==> src/rtl/instr_encoder.sv <==
// Program loader: encodes op/argument commands into 11-bit instruction words,
// buffers them in a small FIFO and writes them sequentially into instruction memory.
module instr_encoder #(
   parameter int unsigned DEPTH   = 4,
   parameter int unsigned IMEM_AW = 8
) (
   input  logic               clk,
   input  logic               reset,
   input  logic               start,
   input  logic               cmd_valid,
   output logic               cmd_ready,
   input  logic [2:0]         cmd_op,
   input  logic [7:0]         cmd_arg,
   output logic               imem_we,
   output logic [IMEM_AW-1:0] imem_addr,
   output logic [10:0]        imem_wdata,
   output logic               busy,
   output logic               done,
   output logic               err
);

   localparam int unsigned PtrW = (DEPTH > 1) ? $clog2(DEPTH) : 1;
   localparam int unsigned CntW = $clog2(DEPTH + 1);

   typedef enum logic [1:0] {StIdle, StLoad, StDrain, StDone} state_e;

   state_e             state_q, state_d;
   logic [10:0]        fifo_q [DEPTH];
   logic [10:0]        fifo_d [DEPTH];
   logic [PtrW-1:0]    rd_ptr_q, rd_ptr_d;
   logic [PtrW-1:0]    wr_ptr_q, wr_ptr_d;
   logic [CntW-1:0]    count_q, count_d;
   // Extra MSB marks that the last address has already been written.
   logic [IMEM_AW:0]   wptr_q, wptr_d;
   logic               imem_we_q, imem_we_d;
   logic [IMEM_AW-1:0] imem_addr_q, imem_addr_d;
   logic [10:0]        imem_wdata_q, imem_wdata_d;
   logic               done_q, done_d;
   logic               err_q, err_d;

   logic               legal;
   logic [10:0]        enc_word;
   logic               fifo_full, fifo_empty;
   logic               accept, push, pop;
   logic [10:0]        head;
   logic               head_is_halt;
   logic               addr_ovf;

   // Immediate/taps overlap the opcode field, so the low arg bits must match it.
   always_comb begin
      legal    = 1'b1;
      enc_word = {8'b0, cmd_op};
      unique case (cmd_op)
         3'b010, 3'b011: begin
            enc_word = {3'b0, cmd_arg[7:3], cmd_op};
            legal    = (cmd_arg[2:0] == cmd_op);
         end
         3'b100: begin
            enc_word = {4'b0, cmd_arg[6:3], cmd_op};
            legal    = (cmd_arg[2:0] == 3'b100) && !cmd_arg[7];
         end
         default: ;
      endcase
   end

   always_comb begin
      fifo_full    = (count_q == CntW'(DEPTH));
      fifo_empty   = (count_q == '0);
      accept       = cmd_valid && cmd_ready;
      push         = accept && legal;
      pop          = !start && !fifo_empty && ((state_q == StLoad) || (state_q == StDrain));
      head         = fifo_q[rd_ptr_q];
      head_is_halt = (head[2:0] == 3'b111);
      addr_ovf     = wptr_q[IMEM_AW];
   end

   // State register
   always_ff @(posedge clk) begin
      if (reset) begin
         state_q <= StIdle;
      end else begin
         state_q <= state_d;
      end
   end

   // Next-state logic
   always_comb begin
      state_d = state_q;
      if (start) begin
         state_d = StLoad;
      end else begin
         unique case (state_q)
            StIdle:  ;
            StLoad:  if (accept && (cmd_op == 3'b111)) state_d = StDrain;
            StDrain: if (pop && head_is_halt) state_d = StDone;
            StDone:  ;
            default: state_d = StIdle;
         endcase
      end
   end

   // Outputs
   always_comb begin
      cmd_ready  = (state_q == StLoad) && !fifo_full && !start;
      busy       = (state_q == StLoad) || (state_q == StDrain);
      imem_we    = imem_we_q;
      imem_addr  = imem_addr_q;
      imem_wdata = imem_wdata_q;
      done       = done_q;
      err        = err_q;
   end

   // FIFO, write pointer and registered memory port
   always_comb begin
      fifo_d       = fifo_q;
      rd_ptr_d     = rd_ptr_q;
      wr_ptr_d     = wr_ptr_q;
      count_d      = count_q;
      wptr_d       = wptr_q;
      imem_we_d    = 1'b0;
      imem_addr_d  = imem_addr_q;
      imem_wdata_d = imem_wdata_q;
      err_d        = err_q;
      done_d       = (state_q == StDone) && !start;
      if (start) begin
         rd_ptr_d = '0;
         wr_ptr_d = '0;
         count_d  = '0;
         wptr_d   = '0;
         err_d    = 1'b0;
      end else begin
         if (push) begin
            fifo_d[wr_ptr_q] = enc_word;
            wr_ptr_d         = wr_ptr_q + 1'b1;
         end
         if (pop) begin
            rd_ptr_d = rd_ptr_q + 1'b1;
            if (addr_ovf) begin
               err_d = 1'b1;
            end else begin
               imem_we_d    = 1'b1;
               imem_addr_d  = wptr_q[IMEM_AW-1:0];
               imem_wdata_d = head;
               wptr_d       = wptr_q + 1'b1;
            end
         end
         if (accept && !legal) err_d = 1'b1;
         count_d = count_q + CntW'(push) - CntW'(pop);
      end
   end

   always_ff @(posedge clk) begin
      fifo_q <= fifo_d;
   end

   always_ff @(posedge clk) begin
      if (reset) begin
         rd_ptr_q     <= '0;
         wr_ptr_q     <= '0;
         count_q      <= '0;
         wptr_q       <= '0;
         imem_we_q    <= 1'b0;
         imem_addr_q  <= '0;
         imem_wdata_q <= '0;
         done_q       <= 1'b0;
         err_q        <= 1'b0;
      end else begin
         rd_ptr_q     <= rd_ptr_d;
         wr_ptr_q     <= wr_ptr_d;
         count_q      <= count_d;
         wptr_q       <= wptr_d;
         imem_we_q    <= imem_we_d;
         imem_addr_q  <= imem_addr_d;
         imem_wdata_q <= imem_wdata_d;
         done_q       <= done_d;
         err_q        <= err_d;
      end
   end

endmodule

==> config.mk <==
export PLATFORM = sky130hd
export DESIGN_NAME = instr_encoder
export DESIGN_NICKNAME = d
export VERILOG_FILES = /design/src/rtl/instr_encoder.sv
export SDC_FILE = /design/constraint.sdc
export NUM_CORES = 1
export LEC_CHECK = 0
export ABC_AREA = 1
export BUFFER_PORTS_ARGS = -buffer_cell sky130_fd_sc_hd__buf_2
export CAP_MARGIN = 20
export CORE_MARGIN = 1.5
export CORE_UTILIZATION = 35
export CTS_CLUSTER_SIZE = 8
export DETAILED_ROUTE_END_ITERATION = 16
export GPL_TIMING_DRIVEN = 0
export MAX_ROUTING_LAYER = met4
export SYNTH_ARGS = -nofsm -noshare
export SYNTH_HDL_FRONTEND = slang
export SYNTH_SLANG_ARGS = --single-unit
==> constraint.sdc <==
create_clock -name clk -period 3.44 [get_ports clk]
set_clock_uncertainty 0.05 [all_clocks]
set_input_delay 0.172 -clock clk [delete_from_list [all_inputs] [get_ports clk]]
set_output_delay 0.172 -clock clk [all_outputs]
set_load 0.03 [all_outputs]
# Word level (Yosys, flattened, before mapping)
# Cells that the tools add are included.
[word_totals]
ff_bits = 84
latchBits = 0
ramBits = 0
rom_bits = 0
elab_cells = 93
n_memories = 0
[op_classes]
n_addsub = 5
mul = 0
div = 0
n_lt_le_gt_ge = 3
n_eq_ne = 15
shift = 0
muxes = 17
bitwise = 5
reduce_logical = 32
[op_table]
columns = ["op", "count"]
rows = [
  ["$bwmux W44", 1],
  ["$mux W11", 3],
  ["$bmux W11 S2", 1],
  ["$demux W11 S2", 1],
  ["$pmux W8 S2", 1],
  ["$eq A3 B3 Y1 const B", 5],
  ["$logic_and A1 B1 Y1", 12],
  ["$add A9 B1 Y9 const B", 1],
  ["$mux W9", 1],
  ["$reduce_and A3 Y1", 3],
  ["$eq A3 B2 Y1 const B", 2],
  ["$ge A3 B3 Y1 const B", 2],
  ["$ne A3 B2 Y1 const B", 2],
  ["$not A2 Y3", 2],
  ["$reduce_and A2 Y1", 3],
  ["$reduce_bool A2 Y1", 3],
  ["$logic_not A1 Y1", 5],
  ["$mux W1", 5],
  ["$add A2 B1 Y2 const B", 2],
  ["$eq A2 B2 Y1 const B", 2],
  ["$mux W2", 2],
  ["$ne A2 B1 Y1 const B", 2],
  ["$pmux W2 S2", 1],
  ["$reduce_or A2 Y1", 2],
  ["11 further kinds", 13],
]

# Logic depth before layout (Yosys ltp)
# Gate-level depths: netlist of the first run.
[logic_depth]
depth_word = 9
depth_mapped = 13
depth_no_buf = 13

# Worst setup path before layout of the first run
# OpenSTA, ideal clock, no wires.
[synth_path]
path_type = "reg-to-reg"
from = "register state_q[1]"
to = "register count_q[2]"
setup_time_ns = 0.073
arrival_ns = 2.263
t_required_ns = 3.317
path_slack_ns = 1.054
stages_incl_launch_ff = 14
path_buffers = 0
path_cell_list = "dfxtp_1 -> inv_1 -> ha_1 -> inv_1 -> nor2_1 -> and3_1 -> nand2_2 -> ha_1 -> inv_1 -> ha_1 -> inv_1 -> fa_1 -> or2_2 -> a21oi_1"
[synth_via]
elab_chain_len = 7
elab_cells_between_ends = 10
cone_classes = "2 x add/sub; 2 x eq/ne; 6 x reduce/logical"
[synth_rtl]
columns = ["element", "line_no", "source"]
rows = [
  ["start: declaration", "27", "state_e state_q, state_d;"],
  ["start signal: assignment", "80", "state_q <= StIdle;"],
  ["start signal: assignment", "82", "state_q <= state_d;"],
  ["$eq A2 B1 Y1", "71, 104", ""],
  ["$logic_and A1 B1 Y1 (2 in series)", "104", "cmd_ready = (state_q == StLoad) && !fifo_full && !start;"],
  ["$logic_and A1 B1 Y1", "69", "accept = cmd_valid && cmd_ready;"],
  ["$logic_and A1 B1 Y1", "70", "push = accept && legal;"],
  ["$add A3 B1 Y3", "148", "count_d = count_q + CntW'(push) - CntW'(pop);"],
  ["$sub A3 B1 Y3 *", "148", ""],
  ["end signal: assignment", "170", "count_q <= count_d;"],
  ["end: declaration", "32", "logic [CntW-1:0] count_q, count_d;"],
]
# Every way passes the cells marked *; elsewhere a longest branch is shown, timed or not.
# A chain may end at the register's enable or synchronous reset.

# Worst setup path after layout of the first run
[layout_path]
from = "register state_q[0]"
to = "register count_q[2]"
# Same word-level chain as after synthesis.

==> qor.csv, run 1 <==
stage;metric;value;unit
run_status;run_status;completed;
detailed_routing;vias_per_cell;4.55;
critical_path;timing.critical_path.arrival;2.92;ns
timing;fin_crit;2.70;ns
grt;first_global_vias;2120;
cts;ctsLongestPathBuffers;2;
cts;ctsHtreeMaxLevel;3;
logic_synthesis;synth_enable_flop_cells;32;
floorplan;die-area;9060;sq um
critical_path;critPathTopFamily;adder cells;
logic_synthesis;ys_ff_latch;69;
place;place.gp.congestion;0.765;
timing;tns;0;ns
floorplan;dieHeight;95.2;microns
cts;holdBufCountCts;0;
cells_and_area;area_of_the_multi_input_gates;1060;sq um
logic_synthesis;ys_warn_count;0;
cells_and_area;final-seq-area;1700;sq um
cts;number_of_buffers_added_by_the_clock_tree_synthesis_step;9;
pwr;p_int;0.00115;W
logic_synthesis;synthDominantCellAreaShare;0.323;
floorplan;ios;39;
logic_synthesis;synth_area;2980;sq um
floorplan;initial_standard_cell_utilization_of_the_core;0.362;
cells_and_area;antennaDiodeCount;0;
detailed_routing;overall_routed_net_length;5.96;mm
timing;slew_violations;0;
pwr;power_frac_comb;0.057;
place;numPortBuffers;35;
timing;post-route-period-util;0.786;
timing;setup-violations-final;0;
logic_synthesis;syn_area_per_cell;9.10;sq um
detailed_routing;wl_met1;2.83;mm
detailed_routing;routed-wl-met2;2.81;mm
floorplan;core_area;8220;sq um
logic_synthesis;ys.flop_type;sky130_fd_sc_hd__dfxtp_1;
cts;clock_tree.root_cell;sky130_fd_sc_hd__clkbuf_8;
grt;initial_antenna_violation_count;0;
timing;max_freq;370;MHz
cts;tritoncts;yes;
logic_synthesis;post_synth_num_cell_types;30;
worst_hold_path;worst_min_path_class;input pin to flop;
pwr;clock_power_share;0.368;
grt;wire_length_of_the_first_global_routing_pass;9.76;mm
pwr;p_leak;1.45;nW
critical_path;critical_path_required;3.66;ns
pwr;p_seq_frac;0.576;
timing;rsz0062_at_grt;false;
grt;grt_util_all_layers;0.149;
critical_path;r2r_setup_slack;0.74;ns
critical_path;worst_stage_delay_on_the_critical_path;0.40;ns
pwr;switching_share;0.238;
critical_path;critical_path.n_buffers_inverters;3;
cts;cts.repair.resized;0;
critical_path;critical_path.cell_chain;ha_1 -> inv_1 -> nor2_1 -> and3_1 -> nand2_2 -> ha_1 -> inv_1 -> ha_1 -> inv_1 -> fa_1 -> or2_2 -> a21oi_1;
floorplan;fp.dieW;95.2;microns
critical_path;setup.worst_path.start_class;flop;
pwr;power.ir.vdd_worst;0.000160;V
grt;gr-total-overflow;0;
place;dpl-instance-area;3290;sq um
logic_synthesis;post-synth-top-area-cell;sky130_fd_sc_hd__edfxtp_1;
critical_path;worst_setup_path_end_kind;flop;
detailed_routing;route.antenna.remaining_nets;0;
cts;clk_latency;0.35;ns
timing;worst_slew_pin_slew;0.826;ns
detailed_routing;via_count;2205;
cts;clock_sink_count;69;
timing;hold_viol;0;
timing;slew_headroom;0.447;
critical_path;maximum_fanout_count_along_the_critical_path;9;
cells_and_area;area_growth;15.9;%
cells_and_area;postLayoutCellArea;3450;sq um
cts;clock_pin_slew_of_the_registers_on_the_worst_case_setup_and_hold_paths;0.08;ns
logic_synthesis;seq_area_frac_synth;0.572;
detailed_routing;drt-initial-drc-count;119;
cells_and_area;drive_gt1_frac;0.182;
detailed_routing;top_signal_layer_used;met4;
detailed_routing;drc;0;
logic_synthesis;synth_cells;327;
grt;grt_max_degree;12;
detailed_routing;routed_wire_length_per_instance;12.3;microns
cts;post_cts_buffers;0;
pwr;power_density;437;nW/um^2
critical_path;cp_slowest_cell;sky130_fd_sc_hd__dfxtp_1;
floorplan;fp-row-count;33;
detailed_routing;detailedRoute.firstPassIterationCount;4;
pwr;switching_power;0.000358;W
logic_synthesis;synthArstFlopShare;0;
critical_path;critPathKind;flop to flop;
job;timing.max_cap.violations;0;
place;place_hpwl;4.31;mm
logic_synthesis;synth.area.top_cells;sky130_fd_sc_hd__edfxtp_1, sky130_fd_sc_hd__dfxtp_1, sky130_fd_sc_hd__nor2_1;
cells_and_area;filler_cell_count_in_the_final_layout;821;
cells_and_area;final_nets;401;
detailed_routing;met3_wirelength;223;microns
-- layout by cell type (no fill, tap or decap), types with 2 or more instances in the layout --
master,count
sky130_fd_sc_hd__nand3_1,15
sky130_fd_sc_hd__a31oi_1,2
sky130_fd_sc_hd__nand2_2,2
sky130_fd_sc_hd__conb_1,3
sky130_fd_sc_hd__clkbuf_8,9
sky130_fd_sc_hd__nand4_1,3
sky130_fd_sc_hd__buf_4,4
sky130_fd_sc_hd__inv_1,37
sky130_fd_sc_hd__nor3_1,4
sky130_fd_sc_hd__edfxtp_1,32
sky130_fd_sc_hd__ha_1,10
sky130_fd_sc_hd__xnor2_1,3
sky130_fd_sc_hd__inv_2,3
sky130_fd_sc_hd__nor2_2,2
sky130_fd_sc_hd__clkbuf_1,3
sky130_fd_sc_hd__dfxtp_1,37
sky130_fd_sc_hd__clkinv_2,4
sky130_fd_sc_hd__a21oi_1,16
sky130_fd_sc_hd__o21ai_0,32
sky130_fd_sc_hd__nand2_1,45
sky130_fd_sc_hd__buf_2,40
sky130_fd_sc_hd__nor2_1,59
sky130_fd_sc_hd__o22ai_1,5
-- cells in the mapped netlist, drive strengths merged (2+ instances only) --
library cell,instances
a21oi,16
dfxtp,37
nor3,4
nand2,47
inv,40
xnor2,3
nand3,15
edfxtp,32
a31oi,2
nor2,62
o22ai,5
nand4,4
ha,10
buf,10
o21ai,32
-- sequential cells by signal, indices dropped and copies added, names as in the netlist, 2 cells and up --
register    cells
fifo_q         32
wptr_q          9
imem_addr       8
imem_wdata      8
count_q         3
rd_ptr_q        2
state_q         2
wr_ptr_q        2
-- final timing paths --
| kind | start | endpoint | cells after the start |
|---|---|---|---|
| setup / recovery | state_q[0]$_SDFFE_PP0P_ | count_q[2]$_SDFF_PP0_ | 12 |
| hold / removal | cmd_op[1] | fifo_q[34]$_DFFE_PP_ | 1 |
| setup reg to reg | state_q[0]$_SDFFE_PP0P_ | count_q[2]$_SDFF_PP0_ | 12 |
| hold reg to reg | imem_addr[3]$_SDFFE_PP0P_ | imem_addr[3]$_SDFFE_PP0P_ | 2 |
-- cell type report --
cell class / count / area share
sequential: 69 / 0.493
multi-input combinational: 208 / 0.307
timing repair buffer: 35 / 0.0508
inverter: 41 / 0.0446
clock buffer: 11 / 0.0381
tap: 105 / 0.0381
buffer: 11 / 0.0203
clock inverter: 5 / 0.00798
-- layer usage --
metal  vias to the layer above  track usage
met4                         0       0.0634
met1                      1002        0.173
li1                       1160            -
met2                        35        0.241
met3                         8       0.0423
met5                         -            -
-- cell families (layout without fill, tap and decap cells) --
| kind of cell | Yosys count | in the layout | share of synthesized area |
|---|---|---|---|
| AND/OR/NAND/NOR | 135 | 135 | 0.196 |
| flip-flops | 69 | 69 | 0.572 |
| AO/OA/AOI/OAI | 55 | 55 | 0.0955 |
| buffers and inverters | 52 | 103 | 0.0753 |
| adder cells (fa/ha/maj) | 11 | 11 | 0.0488 |
| XOR/XNOR | 4 | 4 | 0.0118 |
| other | 1 | 3 | 0.00126 |
-- through the flow --
step	util	worst slack (ns)	power (W)	cells	hold slack, ns
floorplan	-	1.05	0.000942	329	0.191
global placement	0.400	0.808	0.000970	469	0.360
detailed placement	0.400	0.739	0.000972	469	0.373
CTS	0.420	0.738	0.00152	485	0.00836
global route	0.420	0.548	0.00156	485	0.0136
finish	0.420	0.736	0.00151	485	0.0193
-- power by group through the flow --
| stage | Sequential (W) | Combinational, W | Clock, W |
|---|---|---|---|
| after floorplan | 0.000888 | 0.0000541 | 0 |
| after global placement | 0.000886 | 0.0000841 | 0 |
| after detailed placement | 0.000886 | 0.0000865 | 0 |
| after CTS | 0.000867 | 0.0000867 | 0.000566 |
| after global routing | 0.000868 | 0.0000971 | 0.000599 |
| final | 0.000867 | 0.0000853 | 0.000554 |
Power figures use the tool's default switching activity.
==> inputs of run 2 (changes only) <==
Clock period 3.44 ns to 2.8 ns, I/O delays scaled along.
==> qor.csv, run 2 (synthesis gave the netlist of run 1 again) <==
stage;metric;value;unit
floorplan;core_area;8220;sq um
critical_path;r2r_setup_slack;0.18;ns
place;place.gp.congestion;0.765;
place;dpl-instance-area;3290;sq um
cells_and_area;postLayoutCellArea;3470;sq um
pwr;p_seq_frac;0.576;
critical_path;cp_slowest_cell;sky130_fd_sc_hd__fa_1;
detailed_routing;routed_wire_length_per_instance;12.2;microns
pwr;power_density;533;nW/um^2
job;timing.max_cap.violations;0;
grt;grt_max_degree;12;
pwr;switching_power;0.000438;W
critical_path;timing.critical_path.arrival;2.83;ns
critical_path;worst_r2r_path_depth;13;
floorplan;die-area;9060;sq um
floorplan;initial_standard_cell_utilization_of_the_core;0.362;
critical_path;worst_setup_path_end_kind;flop;
grt;gr-total-overflow;0;
detailed_routing;overall_routed_net_length;5.95;mm
cts;number_of_buffers_added_by_the_clock_tree_synthesis_step;9;
timing;slew_violations;0;
timing;worst_slew_pin_slew;0.824;ns
critical_path;path_depth;13;
timing;tns;0;ns
cells_and_area;final_nets;403;
grt;first_global_vias;2130;
cells_and_area;layout.cells.most_common_list;sky130_fd_sc_hd__nor2_1, sky130_fd_sc_hd__nand2_1, sky130_fd_sc_hd__buf_2, sky130_fd_sc_hd__inv_1, sky130_fd_sc_hd__dfxtp_1;
place;place_hpwl;4.31;mm
pwr;power_frac_comb;0.058;
cells_and_area;area_of_the_multi_input_gates;1060;sq um
worst_hold_path;worst_min_path_class;input pin to flop;
worst_hold_path;hold_depth;1;
timing;max_freq;382;MHz
cts;ctsLongestPathBuffers;2;
cells_and_area;most_frequent_standard_cell_in_the_layout_excluding_fill_and_tap_cells;sky130_fd_sc_hd__nor2_1;
cts;clock_sink_count;69;
timing;slew_headroom;0.449;
critical_path;critical_path.cell_chain;inv_1 -> ha_2 -> inv_1 -> nor2_1 -> and3_2 -> nand2_2 -> ha_1 -> inv_1 -> ha_1 -> inv_1 -> fa_1 -> or2_2 -> a21oi_1;
detailed_routing;detailedRoute.firstPassIterationCount;4;
timing;setup-violations-final;0;
timing;fin_crit;2.62;ns
pwr;p_leak;1.46;nW
cells_and_area;filler_cell_count_in_the_final_layout;819;
critical_path;maximum_fanout_count_along_the_critical_path;9;
cts;clock_pin_slew_of_the_registers_on_the_worst_case_setup_and_hold_paths;0.07;ns
cells_and_area;final-seq-area;1700;sq um
grt;initial_antenna_violation_count;0;
critical_path;critical-path-top-cell-by-count;sky130_fd_sc_hd__inv_1;
detailed_routing;route.antenna.remaining_nets;0;
critical_path;worst_stage_delay_on_the_critical_path;0.37;ns
critical_path;critPathKind;flop to flop;
cells_and_area;reg.largest.list;fifo_q: 32 flops, wptr_q: 9 flops;
pwr;p_int;0.00141;W
floorplan;fp.dieW;95.2;microns
critical_path;crit_end;count_q[2]$_SDFF_PP0_;
timing;hold_viol;0;
cts;clock_tree.root_cell;sky130_fd_sc_hd__clkbuf_8;
grt;wire_length_of_the_first_global_routing_pass;9.78;mm
critical_path;crit_start;state_q[1]$_SDFFE_PP0P_;
critical_path;critical_path_required;3.01;ns
pwr;switching_share;0.236;
pwr;clock_power_share;0.366;
grt;grt_util_all_layers;0.150;
cells_and_area;largest_register;fifo_q;
cells_and_area;drive_gt1_frac;0.188;
detailed_routing;via_count;2223;
detailed_routing;vias_per_cell;4.56;
cts;clk_latency;0.34;ns
critical_path;setup.worst_path.start_class;flop;
critical_path;critPathTopFamily;adder cells;
cells_and_area;area_growth;16.7;%
floorplan;fp-row-count;33;
timing;post-route-period-util;0.936;
cts;tritoncts;yes;
cts;ctsHtreeMaxLevel;3;
cells_and_area;largest_register_ffs;32;
place;numPortBuffers;35;
run_status;run_status;completed;
critical_path;critical_path.n_buffers_inverters;4;
critical_path;worst_r2r_endpoint;count_q[2]$_SDFF_PP0_;
timing;rsz0062_at_grt;false;
critical_path;worstReg2RegStart;state_q[1]$_SDFFE_PP0P_;
cells_and_area;antennaDiodeCount;0;
detailed_routing;drc;0;
floorplan;dieHeight;95.2;microns
floorplan;ios;39;
pwr;power.ir.vdd_worst;0.000196;V
detailed_routing;drt-initial-drc-count;115;
[run 2: cell type report]
class | instances | area share
inverters | 41 | 0.0443
repair buffers | 37 | 0.0562
well taps | 105 | 0.0378
clock inverters | 5 | 0.00793
clock buffers | 11 | 0.0378
plain buffers | 11 | 0.0202
flip-flops and latches | 69 | 0.490
multi-input cells | 208 | 0.305
[run 2: metrics by stage]
step	hold slack, ns	cells	power [W]	setup WS (ns)	util
2_1_floorplan	0.159	329	0.00116	0.414	-
3_3_place_gp	0.328	469	0.00119	0.200	0.400
3_5_place_dp	0.341	469	0.00119	0.114	0.400
4_1_cts	0.000528	487	0.00187	0.0978	0.422
5_1_grt	0.0154	487	0.00193	0.00133	0.423
6_report	0.0204	487	0.00185	0.179	0.423
[run 2: how the worst min path moves through the flow]
stage              start                         to  slack (ns)
2_1_floorplan      reset  imem_addr[2]$_SDFFE_PP0P_        0.16
3_3_place_gp   cmd_op[1]       fifo_q[23]$_DFFE_PP_        0.33
3_5_place_dp   cmd_op[1]       fifo_q[34]$_DFFE_PP_        0.34
4_1_cts        cmd_op[2]       fifo_q[13]$_DFFE_PP_      0.0005
5_1_grt        cmd_op[2]       fifo_q[13]$_DFFE_PP_        0.02
6_report       cmd_op[2]       fifo_q[13]$_DFFE_PP_        0.02
[run 2: layer usage]
metal	track usage	wire length [microns]	vias to the layer above
met5	-	0	-
met4	0.0634	94	0
met3	0.0423	246	9
met2	0.242	2800	38
met1	0.174	2810	1011
li1	-	-	1165
[run 2: timing repair]
| item | in CTS | in global routing |
|---|---|---|
| resized for setup | 0 | 3 |
| setup endpoints to repair | 0 | 1 |
| endpoints found under the hold margin | 5 | 0 |
| buffers inserted | 0 | 0 |
| hold buffers | 2 | 0 |
[run 2: power groups by stage]
stage / sequential, W / combinational (W) / clock, W
detailed placement: 0.00109 / 0.000106 / 0
CTS: 0.00107 / 0.000109 / 0.000695
finish: 0.00107 / 0.000108 / 0.000677
floorplan: 0.00109 / 0.0000665 / 0
global placement: 0.00109 / 0.000103 / 0
global route: 0.00107 / 0.000122 / 0.000736
==> inputs of run 3 (changes only) <==
Settings changed: CELL_PAD_IN_SITES_DETAIL_PLACEMENT set to 0, CELL_PAD_IN_SITES_GLOBAL_PLACEMENT set to 1, CORE_UTILIZATION 35 to 28, GPL_TIMING_DRIVEN 0 to 1, PLACE_DENSITY_LB_ADDON set to 0.1.
==> qor.csv, run 3 (synthesis gave the netlist of run 1 again) <==
stage;metric;value;unit
timing;setup-violations-final;0;
cells_and_area;final_nets;399;
floorplan;fp-row-count;37;
detailed_routing;route.antenna.remaining_nets;0;
grt;grt_util_all_layers;0.130;
critical_path;worst_r2r_endpoint;count_q[2]$_SDFF_PP0_;
critical_path;timing.critical_path.arrival;2.78;ns
place;place.gp.congestion;0.668;
critical_path;worst_setup_path_end_kind;flop;
place;post-place-ws;0.228;ns
cells_and_area;reg.largest.list;fifo_q: 32 flops, wptr_q: 9 flops;
detailed_routing;detailedRoute.firstPassIterationCount;4;
floorplan;dieHeight;106;microns
critical_path;setup.worst_path.start_class;flop;
timing;max_freq;390;MHz
timing;post-route-period-util;0.915;
timing;hold_viol;0;
critical_path;critPathKind;flop to flop;
place;place_hpwl;4.54;mm
detailed_routing;drc;0;
critical_path;worstReg2RegStart;state_q[0]$_SDFFE_PP0P_;
detailed_routing;drt-initial-drc-count;83;
critical_path;r2r_setup_slack;0.24;ns
detailed_routing;via_count;2193;
cells_and_area;drive_gt1_frac;0.177;
cells_and_area;largest_register_ffs;32;
cts;clock_tree.root_cell;sky130_fd_sc_hd__clkbuf_8;
job;timing.max_cap.violations;0;
worst_hold_path;hold_end;fifo_q[2]$_DFFE_PP_;
floorplan;initial_standard_cell_utilization_of_the_core;0.288;
grt;wire_length_of_the_first_global_routing_pass;10.7;mm
detailed_routing;routed_wire_length_per_instance;12.4;microns
floorplan;fp.dieW;106;microns
critical_path;crit_start;state_q[0]$_SDFFE_PP0P_;
detailed_routing;vias_per_cell;4.27;
floorplan;ios;39;
place;placed_cells;496;
grt;initial_antenna_violation_count;0;
cells_and_area;antennaDiodeCount;0;
cts;clock_sink_count;69;
pwr;power_density;563;nW/um^2
floorplan;core_area;10300;sq um
cells_and_area;most_frequent_standard_cell_in_the_layout_excluding_fill_and_tap_cells;sky130_fd_sc_hd__nor2_1;
grt;first_global_vias;2152;
worst_hold_path;hold_depth;1;
critical_path;worst_r2r_path_depth;12;
cells_and_area;layout.cells.most_common_list;sky130_fd_sc_hd__nor2_1, sky130_fd_sc_hd__nand2_1, sky130_fd_sc_hd__inv_1, sky130_fd_sc_hd__dfxtp_1, sky130_fd_sc_hd__buf_2;
pwr;power.ir.vdd_worst;0.000256;V
timing;fin_crit;2.56;ns
timing;tns;0;ns
cts;tritoncts;yes;
cells_and_area;final-instance-count-excl-fill;514;
grt;grt_max_degree;19;
detailed_routing;overall_routed_net_length;6.35;mm
cts;ctsHtreeMaxLevel;3;
timing;finalHoldWorstSlack;0.0100;ns
pwr;p_leak;1.45;nW
cts;clock_pin_slew_of_the_registers_on_the_worst_case_setup_and_hold_paths;0.08;ns
cts;clk_latency;0.35;ns
critical_path;critical_path_required;3.02;ns
cts;number_of_buffers_added_by_the_clock_tree_synthesis_step;9;
grt;gr-total-overflow;0;
cts;ctsLongestPathBuffers;2;
critical_path;maximum_fanout_count_along_the_critical_path;9;
cells_and_area;filler_cell_count_in_the_final_layout;1089;
run_status;run_status;completed;
worst_hold_path;holdCritStartpoint;cmd_op[2];
timing;rsz0062_at_grt;false;
timing;slew_violations;0;
place;numPortBuffers;35;
cells_and_area;area_growth;18.7;%
worst_hold_path;worst_min_path_class;input pin to flop;
floorplan;die-area;11300;sq um
cells_and_area;largest_register;fifo_q;
timing;worst_slack;0.237;ns
-- run 3: cell types whose count changed in the layout (fill, tap and decap cells not counted), moves of 2 or more --
cell / previous run / this run
sky130_fd_sc_hd__buf_2: 40 / 35
sky130_fd_sc_hd__clkinv_2: 4 / 0
sky130_fd_sc_hd__buf_4: 4 / 7
sky130_fd_sc_hd__clkbuf_1: 3 / 0
sky130_fd_sc_hd__clkinv_1: 1 / 3
-- run 3: critical path: stages, from the launching register on --
cell and delay [ns]:
sky130_fd_sc_hd__dfxtp_1 0.39, sky130_fd_sc_hd__ha_2 0.23, sky130_fd_sc_hd__inv_1 0.05, sky130_fd_sc_hd__nor2_1 0.10, sky130_fd_sc_hd__and3_1 0.23, sky130_fd_sc_hd__nand2_2 0.13
sky130_fd_sc_hd__ha_1 0.31, sky130_fd_sc_hd__inv_1 0.05, sky130_fd_sc_hd__ha_1 0.12, sky130_fd_sc_hd__inv_1 0.04, sky130_fd_sc_hd__fa_1 0.36, sky130_fd_sc_hd__or2_2 0.30
sky130_fd_sc_hd__a21oi_1 0.11
-- run 3: layout make-up --
class | count | area (sq um) | share of cell area
Clock inverter | 6 | 61.3 | 0.0174
Clock buffer | 10 | 138 | 0.0390
Multi-Input combinational cell | 208 | 1060 | 0.300
Timing Repair Buffer | 44 | 248 | 0.0701
Sequential cell | 69 | 1700 | 0.482
Tap cell | 136 | 170 | 0.0482
Inverter | 41 | 154 | 0.0436
-- run 3: timing repair --
| action | CTS | global route |
|---|---|---|
| buffers inserted | 0 | 0 |
| hold buffers | 2 | 0 |
| setup endpoints to repair | 0 | 1 |
| resized for setup | 0 | 1 |
| hold endpoints to repair | 5 | 0 |
-- run 3: worst max-delay path by stage --
stage                            end  slack, ns  depth (start not counted)
4_1_cts        count_q[2]$_SDFF_PP0_       0.20                         12
6_report       count_q[2]$_SDFF_PP0_       0.24                         12
3_5_place_dp   count_q[2]$_SDFF_PP0_       0.23                         12
3_3_place_gp   count_q[2]$_SDFF_PP0_       0.27                         12
2_1_floorplan  count_q[2]$_SDFF_PP0_       0.41                         13
5_1_grt        count_q[2]$_SDFF_PP0_       0.01                         12
-- run 3: through the flow --
step,area [sq um],utilization,total power (W)
floorplan,2980,-,0.00116
global placement,3310,0.321,0.00120
detailed placement,3310,0.321,0.00120
CTS,3530,0.342,0.00202
global route,3530,0.342,0.00208
finish,3530,0.342,0.00199
-- run 3: report_power, final --
part / leakage (nW) / switching [W] / internal, W
Clock: 0.0940 / 0.000384 / 0.000433
Combinational: 0.768 / 0.0000718 / 0.0000349
Sequential: 0.591 / 0.00000460 / 0.00106
Total: 1.45 / 0.000460 / 0.00153
-- run 3: routing by layer --
layer | share of wire | vias up | track usage | wire [microns]
met5 | 0 | - | - | 0
met4 | 0.016 | 0 | 0.0492 | 100
met3 | 0.039 | 10 | 0.0399 | 245
met2 | 0.44 | 36 | 0.197 | 2800
met1 | 0.51 | 988 | 0.164 | 3210
li1 | - | 1159 | - | -
